[config.mk]
export PLATFORM = sky130hd
export DESIGN_NAME = power_down_sequencer
export DESIGN_NICKNAME = d
export VERILOG_FILES = /design/src/rtl/power_down_sequencer.sv
export SDC_FILE = /design/constraint.sdc
export NUM_CORES = 1
export LEC_CHECK = 0
export ABC_AREA = 1
export CELL_PAD_IN_SITES_DETAIL_PLACEMENT = 0
export CELL_PAD_IN_SITES_GLOBAL_PLACEMENT = 1
export CORE_MARGIN = 5
export CORE_UTILIZATION = 42
export CTS_CLUSTER_SIZE = 25
export DETAILED_ROUTE_END_ITERATION = 10
export HOLD_SLACK_MARGIN = 0.02
export PLACE_DENSITY = 0.76
export SLEW_MARGIN = 15
export SYNTH_ARGS = -nofsm -noshare
export SYNTH_HDL_FRONTEND = slang
export SYNTH_SLANG_ARGS = --single-unit
[constraint.sdc]
create_clock -name wb_clk_i -period 2.3 [get_ports wb_clk_i]
set_clock_uncertainty 0.1 [all_clocks]
set_input_delay 0.23 -clock wb_clk_i [delete_from_list [all_inputs] [get_ports wb_clk_i]]
set_output_delay 0.23 -clock wb_clk_i [all_outputs]
set_load 0.05 [all_outputs]
[src/rtl/power_down_sequencer.sv]
// Board rail sequencer: ramps rails on in order once the regulator reports power good, and
// removes them in reverse order on request, long button press, kill or loss of power_on.
module power_down_sequencer #(
    parameter int NUM_RAILS       = 4,
    parameter int RAIL_GAP        = 33000,
    parameter int DEBOUNCE_CYCLES = 330000,
    parameter int HOLD_CYCLES     = 132000000,
    parameter int ACK_TIMEOUT     = 33000000
) (
    input  logic                 wb_clk_i,
    input  logic                 wb_rst_i,
    input  logic                 power_on,
    input  logic                 pub_n,
    input  logic                 soft_shutdown,
    input  logic                 kill,
    input  logic                 shutdown_ack,
    output logic [NUM_RAILS-1:0] rail_en,
    output logic                 vcc_good,
    output logic                 shutdown_req,
    output logic                 shutdown_timeout,
    output logic [2:0]           state
);

    typedef enum logic [2:0] {
        S_OFF       = 3'd0,
        S_RAMP_UP   = 3'd1,
        S_RUN       = 3'd2,
        S_REQ       = 3'd3,
        S_RAMP_DOWN = 3'd4
    } state_t;

    localparam int SEQ_MAX = (RAIL_GAP > ACK_TIMEOUT) ? RAIL_GAP : ACK_TIMEOUT;
    localparam int CW      = $clog2(SEQ_MAX + 1);
    localparam int DW      = $clog2(DEBOUNCE_CYCLES + 1);
    localparam int HW      = $clog2(HOLD_CYCLES + 1);

    state_t        cur;
    logic          armed;
    logic [CW-1:0] cnt;

    logic [1:0]    sync;
    logic          pressed;
    logic [DW-1:0] db_cnt;
    logic [HW-1:0] hold_cnt;
    logic          fired;
    logic          long_press;

    function automatic logic [CW-1:0] inc(input logic [CW-1:0] v);
        return (v == '1) ? v : v + CW'(1);
    endfunction

    assign state = cur;

    // Button path: synchronise, debounce, then time the debounced press.
    always_ff @(posedge wb_clk_i) begin
        if (wb_rst_i) begin
            sync       <= 2'b11;
            pressed    <= 1'b0;
            db_cnt     <= '0;
            hold_cnt   <= '0;
            fired      <= 1'b0;
            long_press <= 1'b0;
        end else begin
            sync       <= {sync[0], pub_n};
            long_press <= 1'b0;
            if (!sync[1] != pressed) begin
                if (db_cnt == DW'(DEBOUNCE_CYCLES - 1)) begin
                    pressed <= !sync[1];
                    db_cnt  <= '0;
                end else begin
                    db_cnt <= db_cnt + DW'(1);
                end
            end else begin
                db_cnt <= '0;
            end
            // hold_cnt parks at its terminal value; fired blocks re-triggering until release
            if (pressed) begin
                if (hold_cnt == HW'(HOLD_CYCLES - 1)) begin
                    if (!fired) begin
                        long_press <= 1'b1;
                        fired      <= 1'b1;
                    end
                end else begin
                    hold_cnt <= hold_cnt + HW'(1);
                end
            end else begin
                hold_cnt <= '0;
                fired    <= 1'b0;
            end
        end
    end

    always_ff @(posedge wb_clk_i) begin
        if (wb_rst_i) begin
            cur              <= S_OFF;
            rail_en          <= '0;
            vcc_good         <= 1'b0;
            shutdown_req     <= 1'b0;
            shutdown_timeout <= 1'b0;
            armed            <= 1'b1;
            cnt              <= '0;
        end else begin
            case (cur)
                S_OFF: begin
                    if (!power_on) begin
                        armed <= 1'b1;
                    end else if (armed) begin
                        cur              <= S_RAMP_UP;
                        rail_en          <= NUM_RAILS'(1);
                        shutdown_timeout <= 1'b0;
                        cnt              <= '0;
                    end
                end
                S_RAMP_UP: begin
                    if (kill || !power_on) begin
                        cur <= S_RAMP_DOWN;
                        cnt <= '0;
                    end else if (cnt == CW'(RAIL_GAP - 1)) begin
                        cnt <= '0;
                        if (rail_en[NUM_RAILS-1]) begin
                            vcc_good <= 1'b1;
                            cur      <= S_RUN;
                        end else begin
                            rail_en <= (rail_en << 1) | NUM_RAILS'(1);
                        end
                    end else begin
                        cnt <= inc(cnt);
                    end
                end
                S_RUN: begin
                    if (kill || !power_on) begin
                        cur      <= S_RAMP_DOWN;
                        vcc_good <= 1'b0;
                        cnt      <= '0;
                    end else if (soft_shutdown || long_press) begin
                        cur          <= S_REQ;
                        shutdown_req <= 1'b1;
                        cnt          <= '0;
                    end
                end
                S_REQ: begin
                    // ack is checked before the timeout so a same-cycle ack leaves the flag clear
                    if (kill || !power_on || shutdown_ack || cnt == CW'(ACK_TIMEOUT - 1)) begin
                        cur          <= S_RAMP_DOWN;
                        vcc_good     <= 1'b0;
                        shutdown_req <= 1'b0;
                        cnt          <= '0;
                        if (power_on && !kill && !shutdown_ack)
                            shutdown_timeout <= 1'b1;
                    end else begin
                        cnt <= inc(cnt);
                    end
                end
                S_RAMP_DOWN: begin
                    if (rail_en == '0) begin
                        cur   <= S_OFF;
                        armed <= 1'b0;
                    end else if (cnt == CW'(RAIL_GAP - 1)) begin
                        cnt     <= '0;
                        rail_en <= rail_en >> 1;
                        if ((rail_en >> 1) == '0) begin
                            cur   <= S_OFF;
                            armed <= 1'b0;
                        end
                    end else begin
                        cnt <= inc(cnt);
                    end
                end
                default: cur <= S_OFF;
            endcase
        end
    end

endmodule
After elaboration in Yosys (flattened, before gate mapping)

Cells that the tools add are included.

Flip-flop bits (word level): 87
Input port bits: 7
Output and inout bits: 10
Logic and storage cells: 130

$add $sub $neg: 3
Equality and inequality tests: 29
Multiplexer cells: 50
Bitwise operators: 3
Reductions and logical operators: 31

Operator list:

| cell                  | count |
|---|---|
| $mux 25               | 9 |
| $pmux 25 s5           | 1 |
| $eq 25x25->1 const B  | 2 |
| $mux 3                | 11 |
| $mux 4                | 7 |
| $ne 2x2->1 const B    | 14 |
| $add 27x1->27 const B | 1 |
| $eq 27x27->1 const B  | 1 |
| $add 25x1->25 const B | 1 |
| $eq 25x16->1 const B  | 1 |
| $add 19x1->19 const B | 1 |
| $eq 19x19->1 const B  | 1 |
| $mux 1                | 16 |
| $reduce_and 8->1      | 2 |
| $ne 3x3->1 const B    | 5 |
| $pmux 3 s5            | 1 |
| $pmux 4 s3            | 1 |
| $reduce_and 5->1      | 2 |
| $logic_not 4->1       | 2 |
| $reduce_and 4->1      | 2 |
| $reduce_and 7->1      | 1 |
| $eq 3x2->1 const B    | 2 |
| $pmux 1 s2            | 3 |
| $reduce_and 6->1      | 1 |
| other kinds (15)      | 28 |

Longest topological paths before layout

Word-level depth: 6
Mapped depth: 13
Mapped depth without buffers: 13

Worst setup path before layout

No wires, ideal clock.

Path type: register to register
Start: register cur[2], in the netlist state[2]
End: register cnt[7]
Setup time: 0.122 ns
Arrival time: 1.833 ns
Data required time: 2.078 ns
Slack: 0.244 ns
Stages on the path, launching flop included: 11
Cells stage by stage: dfxtp_1 -> inv_2 -> nand2_1 -> nor2_1 -> nand3_1 -> nand2_2 -> nor2_4 -> nand2_4 -> buf_12 -> nor4_1 -> nor2_1

Cells in the longest elaborated chain, start to end: 3
Elaborated cells on any way between the ends: 12

Ends and longest elaborated chain:

| item                                                | RTL line | text |
|---|---|---|
| from (decl)                                         | 37       | `state_t cur;` |
| from (signal assigned)                              | 95       | `cur <= S_OFF;` |
| from (signal assigned)                              | 108      | `cur <= S_RAMP_UP;` |
| from (signal assigned)                              | 116      | `cur <= S_RAMP_DOWN;` |
| $eq 3x2->1 (tied with other cells)                  | 103      | `case (cur)` |
| $ne 3x3->1 (no source line) (tied with other cells) | -        |  |
| $reduce_and 5->1 (no source line)                   | -        |  |
| to (signal assigned)                                | 127      | `cnt <= inc(cnt);` |
| to (signal assigned)                                | 151      | `cnt <= inc(cnt);` |
| to (signal assigned)                                | 166      | `cnt <= inc(cnt);` |
| to (decl)                                           | 39       | `logic [CW-1:0] cnt;` |

Several ways; a longest one is shown, not always the timed one.
A chain may end at the register's enable or synchronous reset.

Worst setup path in the final report

Start: register hold_cnt[1]
End: register hold_cnt[1]

Cells in the longest elaborated chain, start to end: 1
Elaborated cells on any way between the ends: 2

Ends and longest elaborated chain:

| item                                          | RTL line | text |
|---|---|---|
| from (decl)                                   | 44       | `logic [HW-1:0] hold_cnt;` |
| from (signal assigned)                        | 84       | `hold_cnt <= hold_cnt + HW'(1);` |
| $add 27x1->27 or $eq 27x27->1 (tied branches) | 84, 78   |  |

Several ways; a longest one is shown, not always the timed one.

==> out/results.txt <==
initial antenna violation count: 0
die area: 0.0138 mm^2
final core occ: 48.7%
largest family of logic cells by synthesized area: simple AND/OR/NAND/NOR gates
GP Congestion: 0.890
pwr/cell area: 865 mW/mm^2
post-synthesis compound-gate area fraction: 9.83%
arrival time at the worst endpoint: 2160 ps
Distinct cells, synth: 42
final period utilization: 87.9%
Clock H-tree levels: 3
Overall Power: 0.00479 W
Max FO, Critical Path: 7
I/O pins: 17
critical path endpoint category: flop
Max Clk Rate: 0.494 GHz
Most used DFF post-synth: dfxtp_1
CP required: 2440 ps
worst skew pair latency: 350 ps
ys async rst share: 0%
drt total wl: 11,300 um
CTS sink cnt: 87
first-pass GRT wire length: 19,500 um
Slew @ Worst Pin: 497 ps
Area contributors post-synth: dfxtp_1, nand2_1, nor2_1, inv_1, nand3_1
Setup crit start kind: flop
status: finished, final reports clean
mean post-synth cell area: 6.69 um^2
Die W: 117 um
routed vias: 4,585
core area: 0.0114 mm^2
nets: 765
share of layout cells above drive strength 1: 11.1%
Synth top area share: 35.9%
Post-Syn Nets: 735
Post-synth EDFFs: 0
total CTS buffers: 9
ANT cells: 0
drt pass-1 iters: 4
most common cell in the netlist: nand2_1
slew margin rel.: 66.8%
sequential power share: 34.7%
CTS tree: built
Area Growth Syn to Fin: 14.2%
largest area contributor in the netlist: dfxtp_1
Comb pwr share: 32.3%
FP Rows: 39
Max Cap Viol: 0
Finished Layout Cells: 903
Die Ht: 117 um
Max Buffers Root-to-Sink: 2
YS warnings: 0
Hold Path Class: reg -> reg
Post-Synth XOR/XNOR Area: 2.35%
CP Class: reg -> reg
starting density of the core: 42.7%
sequential area share after synthesis: 35.9%
Adder-Cell Fraction of Synth Area: 0.774%
post-CTS setup buffer count: 0
Mapped Cells: 725
synthesized flop and latch total: 87
Commonest cells post-synth: nand2_1, nor2_1, inv_1, dfxtp_1, nand3_1
Cells after DPL: 887
synthesized area: 0.00485 mm^2
drc violations: 0
Clk network pwr share: 32.9%
largest net degree at the start of global routing: 19
vias in the first global route: 4,306
final setup vio count: 0
total grt overflow: 0
Port Buf Inserts: 16
DRT antenna net count: 0
Int Pwr: 0.00299 W
CTS resizes: 0
hold_ws: 308 ps
Setup TNS: 0 ps
max-slew violations: 0
Reg clk slew, reported paths: 60 ps
Detailed Place HPWL: 8550 um
drt via density: 5.08
mux contribution to synthesized area: 0%
Psw: 0.00180 W
root buffer cell: clkbuf_16
1st-iter DRT viols: 289
drt wl/cell: 12.5 um
final hold vios: 0
Lkg Pwr: 2.04 nW
post-cts hold buffer count: 0
fin crit period: 2020 ps
Net Sw Frac: 37.7%
Total GRT Usage: 16.7%
VDD IR max: 0.000597 V
Simple-Gate Fraction of Synth Area: 42.1%
RSZ-0062 raised after global routing: no
worst paths after layout:
kind	cells past startpoint	endpoint	startpoint	slack, ps
max	8	hold_cnt[1]$_SDFFE_PP0P_	hold_cnt[1]$_SDFFE_PP0P_	280
min	1	sync[1]$_SDFF_PP1_	sync[0]$_SDFF_PP1_	310
max reg2reg	8	hold_cnt[1]$_SDFFE_PP0P_	hold_cnt[1]$_SDFFE_PP0P_	280
min reg2reg	1	sync[1]$_SDFF_PP1_	sync[0]$_SDFF_PP1_	310
power groups by stage:
| stage | Sequential (W) | Clock [W] | Combinational, W |
|---|---|---|---|
| finish | 0.00166 | 0.00158 | 0.00155 |
| global route | 0.00168 | 0.00170 | 0.00172 |
| CTS | 0.00166 | 0.00164 | 0.00155 |
| detailed placement | 0.00170 | 0 | 0.00154 |
| global placement | 0.00169 | 0 | 0.00153 |
| floorplan | 0.00185 | 0 | 0.00107 |
layout by cell type (no fill, tap or decap), types with 2 or more instances in the layout:
master             n
nand2_1          146
nor2_1           110
inv_1             90
dfxtp_1           87
nand3_1           58
a21oi_1           42
nand4_1           30
o21ai_0           28
nor3_1            21
clkdlybuf4s50_1   16
xor2_1            12
buf_4             12
or2_2              9
nand2_2            9
clkbuf_16          9
inv_2              8
nor4_1             7
nor2_2             7
nor3b_1            7
nor3_2             6
nor2_4             4
o21ai_2            4
a31oi_1            4
o21a_1             3
nor3b_2            3
o22ai_1            3
ha_1               3
o21ai_1            2
nand2_4            2
nand3b_1           2
clkinvlp_4         2
bufinv_16          2
clkinv_4           2
critical path, stage by stage, from the launching register on:
cell and delay [ps]:
dfxtp_1 400, ha_1 210, nand2_1 70, nor2_1 150
nand2_1 140, nor4_1 370, nand2_1 280, nand2_1 120
a21oi_1 60
logic make-up after synthesis:
family / after synthesis
AOI/OAI and AO/OA: 88
xor gates and xnor gates: 13
adders and majority gates: 3
buffers and inverters: 108
DFF: 87
and+or+nand+nor: 426
final cells by class:
| type | instances | area [um^2] |
|---|---|---|
| Clock buffer | 9 | 225 |
| Clock inverter | 7 | 97.6 |
| Fill cell | 1203 | 5830 |
| Inverter | 99 | 372 |
| Multi-Input combinational cell | 530 | 2680 |
| Sequential cell | 87 | 1740 |
| Tap cell | 143 | 179 |
| Timing Repair Buffer | 28 | 250 |
through the flow:
step	worst slack [ps]	cell area (um^2)
6_report	277	5540
5_1_grt	44.1	5540
4_1_cts	185	5540
3_5_place_dp	106	5220
3_3_place_gp	167	5220
2_1_floorplan	244	4850
layer usage:
layer  up-vias  GRT usage [%]  wire length, um
met5         -              0                0
met4         0           8.10              310
met3        22           3.12              310
met2        61           27.3             5130
met1      2068           21.0             5530
li1       2434              -                -
state kept, by name, summed over array words and instances, names as in the netlist, 2 cells and up:
name / cells
db_cnt: 19
sync: 2
rail_en: 4
hold_cnt: 27
state: 3
cnt: 25
Note: power is estimated with default switching activity, not from simulation.
